===== src/rtl/alu_sweep_pkg.sv =====
// Shared types and constants for the ALU self-test sweep controller.
package alu_sweep_pkg;
  typedef enum logic [1:0] {
    IDLE = 2'd0,
    RUN  = 2'd1,
    DONE = 2'd2
  } state_t;

  localparam logic [15:0] MISR_POLY = 16'h100B;
  localparam logic [15:0] MISR_SEED = 16'hFFFF;
  localparam int          VEC_COUNT = 1024;
  localparam int          VEC_W     = 10;
  localparam logic [VEC_W-1:0] VEC_LAST = VEC_W'(VEC_COUNT - 1);

  function automatic logic [15:0] misr_step(input logic [15:0] sig, input logic [3:0] data);
    return {sig[14:0], 1'b0} ^ (sig[15] ? MISR_POLY : 16'h0000) ^ {12'h000, data};
  endfunction
endpackage


===== src/rtl/alu_sweep_misr.sv =====
// 16-bit multiple-input signature register; load reseeds, enable folds in one 4-bit result.
module alu_sweep_misr
  import alu_sweep_pkg::*;
(
  input  logic        clk,
  input  logic        load,
  input  logic        enable,
  input  logic [3:0]  data,
  output logic [15:0] sig,
  output logic [15:0] sig_nxt
);

  assign sig_nxt = misr_step(sig, data);

  // Pure datapath state: always seeded by load before it is observed.
  always_ff @(posedge clk) begin
    if (load) begin
      sig <= MISR_SEED;
    end else if (enable) begin
      sig <= sig_nxt;
    end
  end

endmodule


===== src/rtl/alu_sweep_ctrl.sv =====
// Exhaustive {op,A,B} sweep sequencer driving an external ALU and checking its MISR signature.
// Optional continuous mode (cont input, fail_count output) is built when ALU_SWEEP_CONT_EN is defined.
module alu_sweep_ctrl
  import alu_sweep_pkg::*;
#(
  parameter int SETTLE_CYCLES = 1
) (
  input  logic        clk,
  input  logic        rst_n,
  input  logic        start,
  input  logic        abort,
`ifdef ALU_SWEEP_CONT_EN
  input  logic        cont,
  output logic [7:0]  fail_count,
`endif
  input  logic [15:0] expected_sig,
  input  logic [3:0]  alu_result,
  output logic [3:0]  alu_a,
  output logic [3:0]  alu_b,
  output logic [1:0]  alu_op,
  output logic        busy,
  output logic        done,
  output logic        pass,
  output logic [15:0] signature
);

  localparam logic [3:0] SETTLE_LAST = 4'(SETTLE_CYCLES - 1);

  state_t           state, state_nxt;
  logic [VEC_W-1:0] idx, idx_nxt;
  logic [3:0]       settle, settle_nxt;
  logic             misr_load, misr_en, finish, clear;
  logic             last_settle;
  logic [15:0]      misr_sig, misr_nxt;

  assign last_settle = (settle == SETTLE_LAST);

  always_comb begin
    state_nxt  = state;
    idx_nxt    = idx;
    settle_nxt = settle;
    misr_load  = 1'b0;
    misr_en    = 1'b0;
    finish     = 1'b0;
    clear      = 1'b0;
    unique case (state)
      IDLE: begin
        if (start && !abort) begin
          state_nxt  = RUN;
          idx_nxt    = '0;
          settle_nxt = '0;
          misr_load  = 1'b1;
          clear      = 1'b1;
        end
      end
      RUN: begin
        if (abort) begin
          state_nxt  = IDLE;
          idx_nxt    = '0;
          settle_nxt = '0;
        end else if (last_settle) begin
          misr_en    = 1'b1;
          settle_nxt = '0;
          if (idx == VEC_LAST) begin
            state_nxt = DONE;
            idx_nxt   = '0;
            finish    = 1'b1;
          end else begin
            idx_nxt = idx + 1'b1;
          end
        end else begin
          settle_nxt = settle + 1'b1;
        end
      end
      DONE: begin
        state_nxt = IDLE;
`ifdef ALU_SWEEP_CONT_EN
        if (cont) begin
          state_nxt = RUN;
          misr_load = 1'b1;
        end
`endif
      end
      default: state_nxt = IDLE;
    endcase
  end

  always_ff @(posedge clk or negedge rst_n) begin
    if (!rst_n) begin
      state  <= IDLE;
      idx    <= '0;
      settle <= '0;
    end else begin
      state  <= state_nxt;
      idx    <= idx_nxt;
      settle <= settle_nxt;
    end
  end

  // Result registers: include the final sample, so they are valid in the DONE cycle.
  always_ff @(posedge clk or negedge rst_n) begin
    if (!rst_n) begin
      pass      <= 1'b0;
      signature <= '0;
    end else if (clear) begin
      pass      <= 1'b0;
      signature <= '0;
    end else if (finish) begin
      pass      <= (misr_nxt == expected_sig);
      signature <= misr_nxt;
    end
  end

`ifdef ALU_SWEEP_CONT_EN
  function automatic logic [7:0] sat_inc8(input logic [7:0] v);
    return (v == 8'hFF) ? v : v + 8'd1;
  endfunction

  always_ff @(posedge clk or negedge rst_n) begin
    if (!rst_n) begin
      fail_count <= '0;
    end else if (clear) begin
      fail_count <= '0;
    end else if (finish && (misr_nxt != expected_sig)) begin
      fail_count <= sat_inc8(fail_count);
    end
  end
`endif

  alu_sweep_misr u_misr (
    .clk     (clk),
    .load    (misr_load),
    .enable  (misr_en),
    .data    (alu_result),
    .sig     (misr_sig),
    .sig_nxt (misr_nxt)
  );

  assign {alu_op, alu_a, alu_b} = (state == RUN) ? idx : '0;
  assign busy = (state == RUN);
  assign done = (state == DONE);

endmodule


===== config.mk =====
export PLATFORM = sky130hd
export DESIGN_NAME = alu_sweep_ctrl
export DESIGN_NICKNAME = d
export VERILOG_FILES = /design/src/rtl/alu_sweep_pkg.sv /design/src/rtl/alu_sweep_misr.sv /design/src/rtl/alu_sweep_ctrl.sv
export SDC_FILE = /design/constraint.sdc
export NUM_CORES = 1
export LEC_CHECK = 0
export BUFFER_PORTS_ARGS = -buffer_cell sky130_fd_sc_hd__buf_4
export CORE_ASPECT_RATIO = 0.9
export CORE_UTILIZATION = 30
export DETAILED_ROUTE_END_ITERATION = 10
export PLACE_DENSITY_LB_ADDON = 0.05
export RECOVER_POWER = 100
export SKIP_LAST_GASP = 1
export SYNTH_ARGS = -nofsm -noshare
export SYNTH_HDL_FRONTEND = slang
export SYNTH_SLANG_ARGS = --single-unit

===== constraint.sdc =====
create_clock -name clk -period 3.8 [get_ports clk]
set_input_delay 0.57 -clock clk [delete_from_list [all_inputs] [get_ports clk]]
set_output_delay 0.57 -clock clk [all_outputs]
set_load 0.005 [all_outputs]

==> flow_metrics.py <==
metrics = {
    "job": {
        "drv_cap": 1,
    },
    "place": {
        "port-buffer-count": 52,
        "hpwl_um": 4245,
        "gp_congestion": 0.6904,
        "dp.cells": 405,
    },
    "grt": {
        "grt_use_total_pct": 14.69,
        "grt_pass1_wl_um": 10010,
        "antenna_found_initial": 0,
        "grt_pass1_vias": 1862,
        "grt_max_degree": 34,
        "grt_overflow": 0,
    },
    "route": {
        "drt_iter0_drc": 126,
        "first_pass_iters": 7,
        "drcViolationCount": 4,
        "via_per_inst": 4.906,
        "vias": 2026,
        "drtAntennaViolNets": 0,
        "wl_per_cell_um": 14.65,
        "wirelength_um": 6052,
    },
    "worst_setup_path": {
        "critPathMaxStageDelay_ns": 0.71,
        "crit_chain": "inv_1 -> ha_1 -> nor3b_1 -> nand2_1 -> nor2_4 -> o21ai_0",
        "crit_family": "simple AND/OR/NAND/NOR gates",
        "path_buf_inv": 1,
        "cp_max_fo": 23,
        "worstSetupEndpointType": "flop",
        "cp.required_ns": 3.96,
        "crit_path_start_kind": "flop",
        "crit_arrival_ns": 3.11,
        "setup.worst_path.class": "flop to flop",
        "slowest_stage": "nand2_1",
    },
    "floorplan": {
        "start_util_pct": 31.06,
        "die_w_um": 98.35,
        "core_area_um2": 8068,
        "rows": 31,
        "num_io_pins": 53,
        "fp.dieArea_um2": 8724,
        "die_h_um": 88.71,
    },
    "sta": {
        "max_freq_ghz": 0.3391,
        "maxSlewViolCount": 34,
        "fin_crit_ns": 2.949,
        "period_share_pct": 77.61,
        "worstMarginPinSlew_ns": 1.833,
        "fin_skew_ns": 0.01426,
        "relSlewSlack_pct": -22.17,
        "hold_slack_ns": 0.5010,
        "hold_viol": 0,
        "fin_tns_setup_ns": 0,
        "rsz0062_at_grt": "false",
        "finalSetupViolCount": 0,
    },
    "cts": {
        "hold_buffers": 0,
        "cts_setup_buffers": 0,
        "cts.root.buffer_cell": "clkbuf_8",
        "cts_buffers": 5,
        "cts_sinks": 49,
        "cts_buffer_depth": 2,
        "tritoncts": "built",
        "htree_levels": 2,
        "ctsResizeCount": 0,
        "clkTransAtPathRegs_ns": 0.10,
        "insertion_delay_ns": 0.30,
    },
    "pwr": {
        "power_mw": 1.292,
        "leakage_nw": 1.343,
        "ir_drop_mv": 0.1691,
        "power_per_cell_area_nw_per_um2": 425.8,
    },
    "synth": {
        "postSynth.asyncResetShare_pct": 67.35,
        "syn_area_um2": 2506,
        "ys_ff_latch": 49,
        "avgSynthCellArea_um2": 9.351,
        "yosysWarnings": 0,
        "synthCells": 268,
        "synth-edff-count": 0,
        "synth_cell_types": 42,
        "ys_seq_area_share_pct": 45.73,
        "syn_nets": 295,
        "synth_flop_cell": "dfrtp_1",
    },
    "finish": {
        "layout_commonest_cell": "nand2_1",
        "area_growth_pct": 21.12,
        "antenna-diode-count": 0,
        "fillers": 854,
        "nets": 340,
        "final_cells": 413,
        "drive_above_1_share_pct": 21.34,
        "mostFrequentLayoutCells": "nand2_1 (50), dfrtp_1 (33), buf_4 (29)",
    },
    "outcome": {
        "status": "finished, violations left",
        "violations": "DRC, capacitance limit, slew limit",
    },
    "min_path": {
        "min_path_type": "flop to flop",
    },
}
## cell type report
type                            instances  area, um^2  area share [%]
Multi-Input combinational cell        199        1236           40.73
Sequential cell                        49        1146           37.76
Timing Repair Buffer                   52       382.9           12.61
Tap cell                               99       123.9           4.081
Clock buffer                            7       118.9           3.916
Inverter                                6       22.52          0.7420
Clock inverter                          1       5.005          0.1649
## metrics by stage
| step | worst slack (ns) | utilization, % | cell area, um^2 |
|---|---|---|---|
| 5_1_grt | 0.5717 | 37.62 | 3035 |
| 3_3_place_gp | 1.227 | 36.32 | 2930 |
| 2_1_floorplan | 2.023 | - | 2506 |
| 4_1_cts | 1.356 | 37.86 | 3054 |
| 3_5_place_dp | 1.154 | 36.32 | 2930 |
| 6_report | 0.8508 | 37.62 | 3035 |
## Yosys cell counts (all sizes together) (7+ instances only)
cell type / instances / area share [%]
a21oi: 10 / 2.0
dfrtp: 33 / 33
nand2: 50 / 7.5
dfxtp: 16 / 13
o21ai: 19 / 3.9
o211ai: 7 / 2.1
and2: 11 / 2.8
nand3: 28 / 5.6
buf: 8 / 2.7
xor2: 16 / 5.6
## sequential cells by signal, summed over array words and instances (netlist names)
register / count
idx: 10
signature: 16
state: 2
pass: 1
u_misr.sig: 16
settle: 4
## cells by family after synthesis
kind of cell / Yosys count / synth area share [%]
AOI/OAI and AO/OA: 47 / 11.93
and+or+nand+nor: 122 / 25.46
muxes: 6 / 2.446
buffers and inverters: 20 / 4.493
xor gates and xnor gates: 21 / 8.437
adders and majority gates: 3 / 1.498
DFF: 49 / 45.73
## tightest hold or removal path, cell delays in order, from the launching register on
cell and delay, ns:
dfxtp_1 0.33, nand2_1 0.05, o211ai_1 0.08
## where the power goes
group | switching [mW] | internal, mW | leakage, nW
Sequential | 0.0754 | 0.577 | 0.594
Combinational | 0.127 | 0.124 | 0.685
Clock | 0.180 | 0.209 | 0.0645
Total | 0.383 | 0.910 | 1.34
## final timing paths
| kind | slack (ns) | cells after the start | to | from |
|---|---|---|---|---|
| max reg2reg | 0.85 | 6 | signature[6]$_DFFE_PN0P_ | settle[0]$_DFFE_PN0P_ |
| max in group asynchronous | 1.99 | 1 | signature[5]$_DFFE_PN0P_ | rst_n |
| min reg2reg | 0.50 | 2 | u_misr.sig[0]$_SDFFE_PP1P_ | u_misr.sig[0]$_SDFFE_PP1P_ |
| min in group asynchronous | 0.76 | 1 | signature[3]$_DFFE_PN0P_ | rst_n |
| min | 0.50 | 2 | u_misr.sig[0]$_SDFFE_PP1P_ | u_misr.sig[0]$_SDFFE_PP1P_ |
| max | 0.85 | 6 | signature[6]$_DFFE_PN0P_ | settle[0]$_DFFE_PN0P_ |
## per-layer routing
metal / vias to the layer above / wire length [um] / track usage (%)
li1: 1024 / - / -
met1: 956 / 3161 / 22.60
met2: 41 / 2557 / 20.68
met3: 5 / 283 / 2.765
met4: 0 / 48 / 4.071
met5: - / 0 / 0
No activity file was read; power rests on OpenSTA's default activity.
